`src/rtl/bru_pkg.sv`:
```
// Shared types and resolve logic for the pipelined branch execution unit.
// Payload fields are sized for the widest legal configuration; the top truncates on output.
package bru_pkg;

    localparam int BRU_WMAX   = 64;
    localparam int BRU_TAGMAX = 8;

    typedef enum logic [3:0] {
        BRU_BEQ  = 4'd0,
        BRU_BNE  = 4'd1,
        BRU_BLT  = 4'd2,
        BRU_BGE  = 4'd3,
        BRU_BLTU = 4'd4,
        BRU_BGEU = 4'd5,
        BRU_JAL  = 4'd6,
        BRU_JALR = 4'd7,
        BRU_MRET = 4'd8
    } bru_op_e;

    typedef struct packed {
        logic [BRU_TAGMAX-1:0] rob_id;
        logic [BRU_TAGMAX-1:0] rd_phy;
        logic                  rd_en;
        logic [BRU_TAGMAX-1:0] cp_id;
        logic                  cp_valid;
        logic                  jump;
        logic [BRU_WMAX-1:0]   next_pc;
        logic [BRU_WMAX-1:0]   rd_value;
        logic                  mispredict;
    } bru_result_t;

    // Operands arrive sign-extended to 64 bits, which keeps both the signed and
    // the unsigned orderings of the original XLEN values intact.
    function automatic bru_result_t bru_resolve(
        input logic [3:0]          op,
        input logic [BRU_WMAX-1:0] pc,
        input logic [BRU_WMAX-1:0] imm,
        input logic [BRU_WMAX-1:0] src1,
        input logic [BRU_WMAX-1:0] src2,
        input logic [BRU_WMAX-1:0] mepc,
        input logic                pred_jump,
        input logic [BRU_WMAX-1:0] pred_next_pc,
        input logic [BRU_WMAX-1:0] addr_mask
    );
        bru_result_t         r;
        logic [BRU_WMAX-1:0] seq_pc;
        logic [BRU_WMAX-1:0] target;
        logic                taken;
        r      = '0;
        seq_pc = (pc + 64'd4) & addr_mask;
        target = pc + imm;
        taken  = 1'b0;
        case (op)
            BRU_BEQ:  taken = (src1 == src2);
            BRU_BNE:  taken = (src1 != src2);
            BRU_BLT:  taken = ($signed(src1) < $signed(src2));
            BRU_BGE:  taken = !($signed(src1) < $signed(src2));
            BRU_BLTU: taken = (src1 < src2);
            BRU_BGEU: taken = !(src1 < src2);
            BRU_JAL: begin
                taken      = 1'b1;
                r.rd_value = seq_pc;
            end
            BRU_JALR: begin
                taken      = 1'b1;
                target     = (src1 + imm) & ~64'd1;
                r.rd_value = seq_pc;
            end
            BRU_MRET: begin
                taken  = 1'b1;
                target = mepc;
            end
            default: taken = 1'b0;
        endcase
        target       = target & addr_mask;
        r.jump       = taken;
        r.next_pc    = taken ? target : seq_pc;
        r.mispredict = (taken != pred_jump) ||
                       (taken && (r.next_pc != (pred_next_pc & addr_mask)));
        return r;
    endfunction

endpackage

```
`src/rtl/bru_pipe_stage.sv`:
```
// One valid/ready register stage carrying a resolved branch result.
// A stage accepts whenever it is empty or its contents move on this cycle.
module bru_pipe_stage
    import bru_pkg::*;
(
    input  logic        clk,
    input  logic        rst,
    input  logic        flush,
    input  logic        up_valid,
    input  bru_result_t up_data,
    output logic        up_ready,
    output logic        valid,
    output bru_result_t data,
    input  logic        down_ready
);

    logic        valid_r;
    bru_result_t data_r;

    assign up_ready = !valid_r || down_ready;
    assign valid    = valid_r;
    assign data     = data_r;

    // Occupancy flag and payload; payload only loads on a real transfer
    always_ff @(posedge clk or negedge rst) begin
        if (!rst) begin
            valid_r <= 1'b0;
            data_r  <= '0;
        end else if (flush) begin
            valid_r <= 1'b0;
        end else if (up_ready) begin
            valid_r <= up_valid;
            if (up_valid) begin
                data_r <= up_data;
            end
        end
    end

endmodule

```
`src/rtl/execute_bru_pipe.sv`:
```
// Pipelined branch execution unit: resolves branches/jumps/mret, queues results
// through PIPE_DEPTH stages toward write-back, and tracks branch/mispredict counts.
module execute_bru_pipe
    import bru_pkg::*;
#(
    parameter int XLEN         = 32,
    parameter int ADDR_WIDTH   = 32,
    parameter int ROB_ID_WIDTH = 5,
    parameter int PHY_ID_WIDTH = 6,
    parameter int CP_ID_WIDTH  = 4,
    parameter int PIPE_DEPTH   = 2,
    parameter int CNT_WIDTH    = 32
) (
    input  logic                    clk,
    input  logic                    rst,
    input  logic                    in_valid,
    output logic                    in_ready,
    input  logic [3:0]              in_op,
    input  logic [ADDR_WIDTH-1:0]   in_pc,
    input  logic [XLEN-1:0]         in_imm,
    input  logic [XLEN-1:0]         in_src1,
    input  logic [XLEN-1:0]         in_src2,
    input  logic [ROB_ID_WIDTH-1:0] in_rob_id,
    input  logic [PHY_ID_WIDTH-1:0] in_rd_phy,
    input  logic                    in_rd_en,
    input  logic [CP_ID_WIDTH-1:0]  in_cp_id,
    input  logic                    in_cp_valid,
    input  logic                    in_pred_jump,
    input  logic [ADDR_WIDTH-1:0]   in_pred_next_pc,
    input  logic [XLEN-1:0]         mepc,
    input  logic                    flush,
    output logic                    out_valid,
    input  logic                    out_ready,
    output logic [ROB_ID_WIDTH-1:0] out_rob_id,
    output logic [PHY_ID_WIDTH-1:0] out_rd_phy,
    output logic                    out_rd_en,
    output logic [CP_ID_WIDTH-1:0]  out_cp_id,
    output logic                    out_cp_valid,
    output logic                    out_jump,
    output logic [ADDR_WIDTH-1:0]   out_next_pc,
    output logic [XLEN-1:0]         out_rd_value,
    output logic                    out_mispredict,
    output logic                    fb_valid,
    output logic [PHY_ID_WIDTH-1:0] fb_phy_id,
    output logic [XLEN-1:0]         fb_value,
    output logic                    bp_upd_valid,
    output logic                    bp_upd_hit,
    output logic [CNT_WIDTH-1:0]    cnt_branch,
    output logic [CNT_WIDTH-1:0]    cnt_mispredict
);

    localparam logic [BRU_WMAX-1:0] ADDR_MASK =
        64'hFFFF_FFFF_FFFF_FFFF >> (BRU_WMAX - ADDR_WIDTH);

    bru_result_t           res_s;
    bru_result_t           stg_data_s [PIPE_DEPTH];
    logic [PIPE_DEPTH-1:0] stg_valid_s;
    logic [PIPE_DEPTH-1:0] stg_up_ready_s;
    bru_result_t           head_s;
    logic                  hs_s;
    logic                  unused_head_s;
    logic [CNT_WIDTH-1:0]  cnt_branch_r;
    logic [CNT_WIDTH-1:0]  cnt_mispredict_r;

    // Combinational resolve of the offered op plus its tags
    always_comb begin
        res_s = bru_resolve(in_op,
                            64'(in_pc),
                            64'($signed(in_imm)),
                            64'($signed(in_src1)),
                            64'($signed(in_src2)),
                            64'(mepc),
                            in_pred_jump,
                            64'(in_pred_next_pc),
                            ADDR_MASK);
        res_s.rob_id   = 8'(in_rob_id);
        res_s.rd_phy   = 8'(in_rd_phy);
        res_s.rd_en    = in_rd_en;
        res_s.cp_id    = 8'(in_cp_id);
        res_s.cp_valid = in_cp_valid;
    end

    for (genvar i = 0; i < PIPE_DEPTH; i++) begin : g_stage
        logic        up_valid_s;
        bru_result_t up_data_s;
        logic        down_ready_s;

        if (i == 0) begin : g_first
            assign up_valid_s = in_valid && !flush;
            assign up_data_s  = res_s;
        end else begin : g_chain
            assign up_valid_s = stg_valid_s[i-1];
            assign up_data_s  = stg_data_s[i-1];
        end

        if (i == PIPE_DEPTH - 1) begin : g_head
            assign down_ready_s = out_ready;
        end else begin : g_body
            assign down_ready_s = stg_up_ready_s[i+1];
        end

        bru_pipe_stage u_stage (
            .clk        (clk),
            .rst        (rst),
            .flush      (flush),
            .up_valid   (up_valid_s),
            .up_data    (up_data_s),
            .up_ready   (stg_up_ready_s[i]),
            .valid      (stg_valid_s[i]),
            .data       (stg_data_s[i]),
            .down_ready (down_ready_s)
        );
    end

    assign head_s        = stg_data_s[PIPE_DEPTH-1];
    assign unused_head_s = ^head_s;
    assign in_ready      = !flush && stg_up_ready_s[0];
    // A drain during a flush cycle is not a retirement: no side effects
    assign hs_s          = stg_valid_s[PIPE_DEPTH-1] && out_ready && !flush;

    assign out_valid      = stg_valid_s[PIPE_DEPTH-1];
    assign out_rob_id     = head_s.rob_id[ROB_ID_WIDTH-1:0];
    assign out_rd_phy     = head_s.rd_phy[PHY_ID_WIDTH-1:0];
    assign out_rd_en      = head_s.rd_en;
    assign out_cp_id      = head_s.cp_id[CP_ID_WIDTH-1:0];
    assign out_cp_valid   = head_s.cp_valid;
    assign out_jump       = head_s.jump;
    assign out_next_pc    = head_s.next_pc[ADDR_WIDTH-1:0];
    assign out_rd_value   = head_s.rd_value[XLEN-1:0];
    assign out_mispredict = head_s.mispredict;

    assign fb_valid     = hs_s && head_s.rd_en;
    assign fb_phy_id    = head_s.rd_phy[PHY_ID_WIDTH-1:0];
    assign fb_value     = head_s.rd_value[XLEN-1:0];
    assign bp_upd_valid = hs_s && head_s.cp_valid;
    assign bp_upd_hit   = !head_s.mispredict;

    // Saturating retirement counters
    always_ff @(posedge clk or negedge rst) begin
        if (!rst) begin
            cnt_branch_r     <= '0;
            cnt_mispredict_r <= '0;
        end else begin
            if (hs_s && (cnt_branch_r != {CNT_WIDTH{1'b1}})) begin
                cnt_branch_r <= cnt_branch_r + CNT_WIDTH'(1);
            end
            if (hs_s && head_s.mispredict && (cnt_mispredict_r != {CNT_WIDTH{1'b1}})) begin
                cnt_mispredict_r <= cnt_mispredict_r + CNT_WIDTH'(1);
            end
        end
    end

    assign cnt_branch     = cnt_branch_r;
    assign cnt_mispredict = cnt_mispredict_r;

endmodule
```
`config.mk`:
```
export PLATFORM = sky130hd
export DESIGN_NAME = execute_bru_pipe
export DESIGN_NICKNAME = d
export VERILOG_FILES = /design/src/rtl/bru_pkg.sv /design/src/rtl/bru_pipe_stage.sv /design/src/rtl/execute_bru_pipe.sv
export SDC_FILE = /design/constraint.sdc
export NUM_CORES = 1
export LEC_CHECK = 0
export CORE_MARGIN = 2
export CORE_UTILIZATION = 25
export CTS_BUF_LIST = sky130_fd_sc_hd__clkbuf_4
export CTS_CLUSTER_SIZE = 40
export DETAILED_ROUTE_END_ITERATION = 7
export PLACE_DENSITY = 0.52
export SLEW_MARGIN = 20
export SYNTH_ARGS = -nofsm -noshare
export SYNTH_HDL_FRONTEND = slang
export SYNTH_SLANG_ARGS = --single-unit
```
`constraint.sdc`:
```
create_clock -name clk -period 2.8 [get_ports clk]
set_input_delay 0.56 -clock clk [delete_from_list [all_inputs] [get_ports clk]]
set_output_delay 0.56 -clock clk [all_outputs]
set_load 0.01 [all_outputs]
```
# Word level (Yosys, flattened, before mapping)
# Index checks and enable logic that the tools add are counted.
[classes]
addsub = 5
n_lt_le_gt_ge = 2
eq_ne = 14
muxes = 8
n_bitwise = 1
n_reduce_logical = 26
[ops]
columns = ["cell", "count"]
rows = [
  ["$add 32x1->32 const B", 2],
  ["$add 32x32->32", 2],
  ["$eq 64x64->1", 1],
  ["$lt 64x64->1", 1],
  ["$mux 32", 2],
  ["$ne 32x32->1 const B", 2],
  ["$ne 64x64->1", 1],
  ["$pmux 32 s2", 1],
  ["$add 32x3->32 const B", 1],
  ["$lt 32x32->1", 1],
  ["$ne 32x32->1", 1],
  ["$eq 4x3->1 const B", 4],
  ["$logic_and 1x1->1", 10],
  ["$eq 4x2->1 const B", 2],
  ["$pmux 1 s7", 1],
  ["$logic_not 1->1", 6],
  ["$reduce_and 3->1", 2],
  ["$eq 4x1->1 const B", 1],
  ["$eq 4x4->1 const B", 1],
  ["$logic_not 4->1", 1],
  ["$mux 1", 4],
  ["$reduce_bool 2->1", 2],
  ["$logic_or 1x1->1", 3],
  ["$reduce_or 3->1", 1],
  ["other kinds (3)", 3],
]
[totals]
register_bits = 232
in_bits = 219
output_inout_bits = 190
elab_cells = 78

# Depth between registers and ports, before layout
# Gate-level depths: netlist of run 1.
[logic_depth]
word_depth = 7
depth_mapped = 29
ltp_nobuf = 27

# Hierarchy
# Synthesis of run 1 repeated with hierarchy kept, for this count alone.
[unflattened]
cells_unflattened = 2021
area_unflattened_um2 = 21825.9
[modules_own_cells]
columns = ["module", "n_inst", "cells_each", "area_each_um2", "seq_area_each_um2"]
rows = [
  ["bru_pipe_stage", 2, 335, 5900.7, 3928.8],
  ["execute_bru_pipe", 1, 1351, 10024.6, 1601.5],
]

# Worst setup path after synthesis of run 1
# No wires, ideal clock.
[synth_timing]
kind = "input port to flip-flop"
start = "in in_src2[1]"
end = "reg g_stage[0].u_stage.data_r (netlist bit g_stage[0].u_stage.data[0])"
setup_time_ps = 126
arrival_time_ps = 5373
required_ps = 2674
slack_ps = -2700
stages = 27
n_path_buf = 2
path_cell_list = "inv_1 > ha_1 > nor2b_1 > o21a_1 > o21a_1 > o21a_1 > o21a_1 > o21ai_0 > nand2b_1 > a21oi_1 > nor3_1 > a211oi_1 > o31ai_1 > a221oi_1 > fa_1 > a22oi_1 > o221ai_1 > a211oi_2 > buf_2 > buf_2 > a21oi_1 > a32oi_1 > xnor2_1 > o2111ai_1 > or4_1 > nor4_2 > a21oi_1"
[synth_between]
elab_chain_len = 7
elab_cells_between_ends = 12
classes_between = "order compare: 2; eq/ne: 4; mux: 2; reduce/logical: 4"
[synth_lines]
columns = ["element", "line_no", "rtl"]
rows = [
  ["start: declaration", "execute_bru_pipe.sv:22", "input logic [XLEN-1:0] in_src2,"],
  ["$lt 64x64->1 / $lt 32x32->1 (equally long branches)", "--", ""],
  ["$logic_not 1->1, on equally long branches", "bru_pkg.sv:59, bru_pkg.sv:57", ""],
  ["$pmux 1 s7 *", "bru_pkg.sv:53", "case (op)"],
  ["$mux 32", "bru_pkg.sv:77", "r.next_pc = taken ? target : seq_pc;"],
  ["$ne 32x32->1", "bru_pkg.sv:79", "(taken && (r.next_pc != (pred_next_pc & addr_mask)));"],
  ["$logic_and 1x1->1", "bru_pkg.sv:79", ""],
  ["$logic_or 1x1->1 *", "bru_pkg.sv:78", "r.mispredict = (taken != pred_jump) ||"],
  ["end signal: assignment", "bru_pipe_stage.sv:34", "data_r <= up_data;"],
  ["end: declaration", "bru_pipe_stage.sv:18", "bru_result_t data_r;"],
]
# Every way passes the cells marked *; elsewhere a longest branch is shown, timed or not.
# A chain may end at the register's enable or synchronous reset.

# Final worst setup path of run 1
[layout_timing]
start = "in in_src1[1]"
end = "reg g_stage[0].u_stage.data_r (netlist bit g_stage[0].u_stage.data[0])"
[layout_between]
elab_chain_len = 7
elab_cells_between_ends = 14
classes_between = "add/sub: 1; order compare: 2; eq/ne: 4; mux: 3; reduce/logical: 4"
[layout_lines]
columns = ["element", "line_no", "rtl"]
rows = [
  ["start: declaration", "execute_bru_pipe.sv:21", "input logic [XLEN-1:0] in_src1,"],
  ["$lt 64x64->1 / $lt 32x32->1 (equally long branches)", "--", ""],
  ["$logic_not 1->1, on equally long branches", "bru_pkg.sv:59, bru_pkg.sv:57", ""],
  ["$pmux 1 s7", "bru_pkg.sv:53", ""],
  ["$mux 32", "bru_pkg.sv:77", ""],
  ["$ne 32x32->1", "bru_pkg.sv:79", ""],
  ["$logic_and 1x1->1", "bru_pkg.sv:79", ""],
  ["$logic_or 1x1->1 *", "bru_pkg.sv:78", ""],
]
# Marks and branches as above.

==> reports/metrics.cfg, run 1 <==
[global_route]
antenna_found_initial = 8
grt_use_total = 0.204
grt_pass1_vias = 17424
grt_util_met3 = 0.0303
grt_pass1_wl_mm = 103
met2_usage = 0.351
grt_use_met1 = 0.255
grt.busiest_layer = met2
overflow = 0
grt_max_degree = 74

[timing]
worst_pin_slew_ps = 801
rsz0062_at_grt = true
hold_violations = 0
holdWs_ps = 427
fin_ws_ps = -2390
skew_ps = 29.6
relSlewSlack = 0.466
fmax_mhz = 193
period_share = 1.86
final.setup.tns_ps = -54220
slew_violations = 0
period_minus_slack_ps = 5190
setup-violations-final = 34

[setup_path]
startpoint_type = input pin
crit_top_cell = o21a_1
crit_type = input pin to register
crit_slowest_cell = or4_4
cpLargestDelayFamily = compound AO/OA/AOI/OAI gates
cp_max_fo = 6
critical_path_buf_inv_count = 4
slowest_delay_ps = 450
crit_path_end_kind = register
arrival_ps = 5760
worstPathRequired_ps = 3370

[power]
power_frac_clock = 0.229
p_int_mw = 8.03
vdd.ir_drop.worst_mv = 0.199
p_sw_mw = 4.06
seq_power_share = 0.345
p_leak_nw = 11.9
power.density_mw_per_mm2 = 459
power_mw = 12.1
p_sw_frac = 0.336
power_frac_comb = 0.425

[route]
vias_per_cell = 4.76
drtIter0Drc = 822
routedWlPerCell_microns = 19.4
route.detailed.drc = 0
ant_nets = 0
drt_first_pass_iters = 5
via_count = 16928
finalWirelength_mm = 69.0

[synth]
seq_area_frac_synth = 0.365
syn_avg_cell_area_sq_um = 9.17
synthFlopType = dfrtp_1
ys_ff_latch = 232
syn_inst = 1735
synth_top_area_cell = dfrtp_1
syn-num-nets = 2053
netlist_area_sq_mm = 0.0159
synth_warnings = 0
yosys.area.top_type_share = 0.365
synth_edf_count = 0
yosysUniqueCellTypes = 80
synthTopCellsByArea = dfrtp_1 (37%), mux2_2 (7.8%), ha_1 (7.6%)
async_reset_ff_frac = 1.00

[hold_path]
min-delay-path-class = input pin to asynchronous set/reset pin

[placed_design]
place.gp.congestion = 0.928
dp_hpwl_mm = 57.9
port_buffers = 408
postPlaceCellArea_sq_mm = 0.0245

[floorplan]
initial_utilization = 0.253
io_pins = 409
die_h_microns = 256
coreArea_sq_mm = 0.0630
die_area_sq_mm = 0.0657
die_width_microns = 256
fp-row-count = 92

[layout]
n_fill_cell = 6283
stdcell_area_sq_mm = 0.0264
most-common-layout-cells = buf_4 (512), clkdlybuf4s50_1 (397), dfrtp_1 (232), nand2_1 (188), mux2_2 (103)
area_growth_pct = 65.7
drive_gt1_frac = 0.323
final_common_cell = buf_4
nets = 2978

[clocking]
path_clk_slew_ps = 70
cts_buffer_depth = 3
clkLatencyLatePin_ps = 690
cts_max_level = 2
cts_tree = built
root_buffer = clkbuf_4
cts.sinks = 232
cts_made_buffers = 57

[run_status]
violations = setup timing
outcome = complete, but fails checks

[flow_run]
drv_cap = 0

[registers in the layout (all words and copies together), names as in the netlist]
name and flops:
cnt_branch 32, cnt_mispredict 32, g_stage.u_stage.data 166, g_stage.u_stage.valid 2
[cell type report]
class                           instances  area, sq um  area share
Sequential cell                       232         5810       0.220
Clock buffer                           79          593      0.0225
Clock inverter                         22          118     0.00446
Timing Repair Buffer                  968         8570       0.325
Tap cell                              846         1060      0.0402
Inverter                               50          193     0.00731
Antenna cell                            5         12.5    0.000475
Multi-Input combinational cell       1351        10000       0.380
[cell usage after synthesis, drive strengths merged, types with 24 or more instances]
library cell / number
a21o: 35
a21oi: 95
and3: 24
buf: 51
clkbuf: 52
dfrtp: 232
ha: 96
inv: 50
mux2: 110
nand2: 196
nand3: 67
nand4: 52
nor2: 109
nor3: 35
o21ai: 110
xnor2: 82
xor2: 60
[logic make-up after synthesis]
kind of cell,share of synthesized area
and+or+nand+nor,0.182
xor gates and xnor gates,0.0782
AOI/OAI and AO/OA,0.162
muxes,0.0867
adders and majority gates,0.0793
DFF,0.365
buffers and inverters,0.0466
[per-layer routing]
layer / share of wire / up-vias
met3: 0.048 / 117
met2: 0.49 / 519
met4: 0.034 / 6
met1: 0.43 / 8105
li1: - / 8181
met5: 0.00055 / -
[repair_timing]
item / 4_1_cts / 5_1_grt
hold buffers: 1 / 0
endpoints found under the hold margin: 54 / 0
setup buffers: 24 / 22
resized for setup: 118 / 88
pin swaps: 21 / 28
gates cloned: 1 / 1
setup endpoints to repair: 37 / 39
[final timing paths]
check	from	endpoint	slack, ps	depth (start not counted)
worst max-delay path	in_src1[1]	g_stage[0].u_stage.data[0]$_DFFE_PN0P_	-2390	28
worst min-delay path	rst	cnt_branch[8]$_DFFE_PN0P_	430	2
worst max register to register	g_stage[1].u_stage.valid$_DFFE_PN0P_	g_stage[0].u_stage.data[0]$_DFFE_PN0P_	-90	12
worst min register to register	g_stage[0].u_stage.data[4]$_DFFE_PN0P_	g_stage[0].u_stage.data[4]$_DFFE_PN0P_	480	2
max in group asynchronous	rst	g_stage[0].u_stage.data[144]$_DFFE_PN0P_	1590	3
min in group clk	g_stage[0].u_stage.data[4]$_DFFE_PN0P_	g_stage[0].u_stage.data[4]$_DFFE_PN0P_	480	2
[worst reg2reg max path: cells and delay by family (launching register included)]
family / cells / cell delay, ps
flops: 1 / 380
compound gates: 4 / 760
simple gates: 8 / 1640
[power by group through the flow]
stage	logic [mW]	clock network, mW	registers [mW]
final	5.14	2.77	4.17
after global routing	5.52	3.10	4.25
after CTS	4.95	2.93	4.18
after detailed placement	4.71	0	4.25
after global placement	4.67	0	4.22
after floorplan	1.84	0	4.31
[through the flow]
| stage | util | cells | setup WS (ps) |
|---|---|---|---|
| 2_1_floorplan | - | 1735 | -2540 |
| 3_3_place_gp | 0.389 | 3405 | -3920 |
| 3_5_place_dp | 0.389 | 3405 | -3950 |
| 4_1_cts | 0.410 | 3530 | -2460 |
| 5_1_grt | 0.419 | 3553 | -2620 |
| 6_report | 0.419 | 3553 | -2390 |
Power figures use the tool's default switching activity.
==> inputs of run 2 (changes only) <==
- ABC_AREA: unset -> 1
- GPL_TIMING_DRIVEN: unset -> 0
- PLACE_DENSITY: 0.52 -> 0.51
==> run 2 against run 1 <==
Effect of this change: the run still ends with setup timing left; register-to-register slack better by 280 ps; clock power down 4%; first-iteration DRC count grew 31%; die area up 12%; flip-flop and latch count is the same; sequential power fell by 2%; non-clock buffer count down 416; total power fell by 7.2%; hold slack worse by 51 ps; clock skew is 19 ps higher; worst setup slack improved by 1800 ps; largest power group unchanged; highest routed layer unchanged.
==> reports/metrics.cfg, run 2 <==
[run_status]
outcome = complete, but fails checks
violations = setup timing

[synth]
synth-xor-area-share = 0.0402  ; -0.0380
synth_compound_area_frac = 0.0877  ; -0.0743
synth_mux_area_frac = 0.000630  ; -0.0861
syn_avg_cell_area_sq_um = 6.56  ; -28%
synth_common_cells = nand2_1 (845), inv_1 (449), nand3_1 (256)
synth_top_family_by_area = simple AND/OR/NAND/NOR gates
seq_area_frac_synth = 0.325  ; -0.0400
syn-num-nets = 3040  ; +48%
syn_inst = 2722  ; +57%
synthAdderAreaFrac = 0.0706  ; -0.00868
async_reset_ff_frac = 1.00  ; unchanged
synthFlopType = dfrtp_1
netlist_area_sq_mm = 0.0179  ; +12%
ys_ff_latch = 232  ; unchanged
synth_top_area_cell = dfrtp_1
yosysUniqueCellTypes = 48  ; -40%
synth.most_common_cell = nand2_1
synthTopCellsByArea = dfrtp_1 (33%), nand2_1 (18%), inv_1 (9.4%)
synth_edf_count = 0  ; unchanged
synth-simple-area-share = 0.349  ; +0.166
synth_warnings = 0  ; unchanged
yosys.area.top_type_share = 0.325  ; -0.0400

[clocking]
cts_tree = built
clkLatencyLatePin_ps = 730  ; +40 ps
cts_max_level = 2  ; unchanged
cts_buffer_depth = 3  ; unchanged
cts.sinks = 232  ; unchanged
root_buffer = clkbuf_4
cts_made_buffers = 57  ; unchanged
path_clk_slew_ps = 70  ; about the same

[timing]
fin_ws_ps = -591  ; +1800 ps
worst_pin_slew_ps = 809  ; +8.66 ps
relSlewSlack = 0.461  ; -0.00577
holdWs_ps = 376  ; -50.8 ps
period_share = 1.21  ; -0.644
rsz0062_at_grt = true
final.setup.tns_ps = -2190  ; +52030 ps
period_minus_slack_ps = 3390  ; -1800 ps
hold_violations = 0  ; unchanged
setup-violations-final = 13  ; -62%
fmax_mhz = 295  ; +53%
slew_violations = 0  ; unchanged
skew_ps = 49.0  ; +19.4 ps

[setup_path]
critPathLaunch = in_src2[11]
cp_max_fo = 4  ; -2
r2r_start = g_stage[1].u_stage.valid$_DFFE_PN0P_
critical_path_buf_inv_count = 5  ; +1
arrival_ps = 4010  ; -1750 ps
worstPathRequired_ps = 3420  ; +50 ps
startpoint_type = input pin
crit_path_end_kind = register
crit_slowest_cell = fa_2
slowest_delay_ps = 520  ; +70 ps
crit_type = input pin to register
r2r_slack_ps = 190  ; +280 ps
cpLargestDelayFamily = simple AND/OR/NAND/NOR gates

[route]
drt_first_pass_iters = 5  ; unchanged
ant_nets = 0  ; unchanged
drtIter0Drc = 1076  ; +31%
via_count = 19142  ; +13%
finalWirelength_mm = 76.2  ; +10%
route.detailed.drc = 0  ; unchanged
vias_per_cell = 4.51  ; -5.3%
routedWlPerCell_microns = 18.0  ; -7.5%

[global_route]
grt_pass1_wl_mm = 113  ; +9.2%
grt_use_total = 0.202  ; -0.00188
overflow = 0  ; unchanged
grt_max_degree = 90  ; +22%
antenna_found_initial = 9  ; +1
grt_pass1_vias = 18947  ; +8.7%

[power]
p_leak_nw = 12.4  ; +4.0%
vdd.ir_drop.worst_mv = 0.229  ; +15%
power.density_mw_per_mm2 = 440  ; -4.0%

[hold_path]
min-delay-path-class = input pin to register
hold_start = in_rd_en

[floorplan]
initial_utilization = 0.251  ; -0.00146
io_pins = 409  ; unchanged
fp-row-count = 98  ; +6.5%
coreArea_sq_mm = 0.0711  ; +13%
die_width_microns = 271  ; +5.9%
die_area_sq_mm = 0.0736  ; +12%
die_h_microns = 271  ; +5.9%

[flow_run]
drv_cap = 0  ; unchanged

[placed_design]
dp_hpwl_mm = 64.2  ; +11%
port_buffers = 408  ; unchanged
place.gp.congestion = 0.946  ; +1.9%
postPlaceCellArea_sq_mm = 0.0234  ; -4.6%
dpl.cell_count = 4082  ; +20%

[layout]
most-common-layout-cells = nand2_1 (782), inv_1 (419), clkdlybuf4s50_1 (342), dfrtp_1 (231), nand3_1 (228)
area_growth_pct = 42.7
final_common_cell = nand2_1
drive_gt1_frac = 0.147  ; -0.177
nets = 3560  ; +20%
layout.cells.non_filler = 4241  ; +19%
largest_reg_flops = 166  ; unchanged
stdcell_area_sq_mm = 0.0255  ; -3.3%

run 2: cell count changes after synthesis, moves of 15 or more:
| cell | change |
|---|---|
| xnor2_1 | -60 |
| inv_1 | +399 |
| mux2_2 | -109 |
| nand3b_1 | +23 |
| clkbuf_1 | -18 |
| o22ai_1 | +30 |
| a21oi_1 | -15 |
| a21o_1 | -32 |
| and3_1 | -22 |
| nand2_1 | +650 |
| nor2_1 | +73 |
| o21ai_0 | +62 |
| nand3_1 | +189 |
| a211oi_1 | -15 |
run 2: repair_timing:
item / CTS / global route
gates cloned: 2 / 0
endpoints found under the hold margin: 60 / 0
buffers inserted: 42 / 8
endpoints found under the setup margin: 43 / 51
hold buffers: 1 / 0
gates resized for setup: 412 / 94
pin swaps: 70 / 17
run 2: routing by layer:
metal,share of wire,GRT usage,up-vias
li1,-,-,9716
met1,0.43,0.249,8765
met2,0.49,0.360,543
met3,0.051,0.0275,116
met4,0.031,0.0674,2
met5,0.00024,0,-
run 2: through the flow:
stage,power [mW],util,setup slack [ps]
after global placement,8.14,0.328,-9270
after CTS,11.2,0.353,-598
after floorplan,6.13,-,-661
after global routing,12.0,0.358,-755
final,11.2,0.358,-591
after detailed placement,8.17,0.329,-2820
run 2: cell families (layout without fill, tap and decap cells):
family	after synthesis	in the layout
adder cells (fa/ha/maj)	99	99
AND/OR/NAND/NOR	1455	1456
multiplexers	1	1
buffers and inverters	557	1117
XOR/XNOR	82	82
flip-flops	232	232
AO/OA/AOI/OAI	296	296
other	0	8
run 2: worst min-delay path, cell delays in order:
cell and delay (ps):
clkdlybuf4s50_1 400, nand2_1 70, nand2_1 40
run 2: worst paths after layout:
kind                                                            end  cells after the start
max reg2reg                 g_stage[0].u_stage.data[28]$_DFFE_PN0P_                      8
min                        g_stage[0].u_stage.data[139]$_DFFE_PN0P_                      3
min reg2reg                 g_stage[1].u_stage.data[71]$_DFFE_PN0P_                      2
max                          g_stage[0].u_stage.data[0]$_DFFE_PN0P_                     27
max in group asynchronous   g_stage[1].u_stage.data[29]$_DFFE_PN0P_                      4
min in group asynchronous    g_stage[1].u_stage.data[8]$_DFFE_PN0P_                      2
run 2: layout make-up:
cell class / instances / area, sq um
inverter: 465 / 1770
buffer: 92 / 598
clock buffer: 76 / 571
multi-input combinational: 1934 / 11000
fill: 7793 / 45600
clock inverter: 24 / 98.8
timing repair buffer: 460 / 4480
antenna: 8 / 20.0
sequential: 232 / 5810
tap: 950 / 1190
run 2: where the power goes:
part,internal (mW),leakage (nW),switching (mW)
Clock,1.26,0.401,1.40
Combinational,2.05,8.96,2.41
Sequential,3.79,3.00,0.305
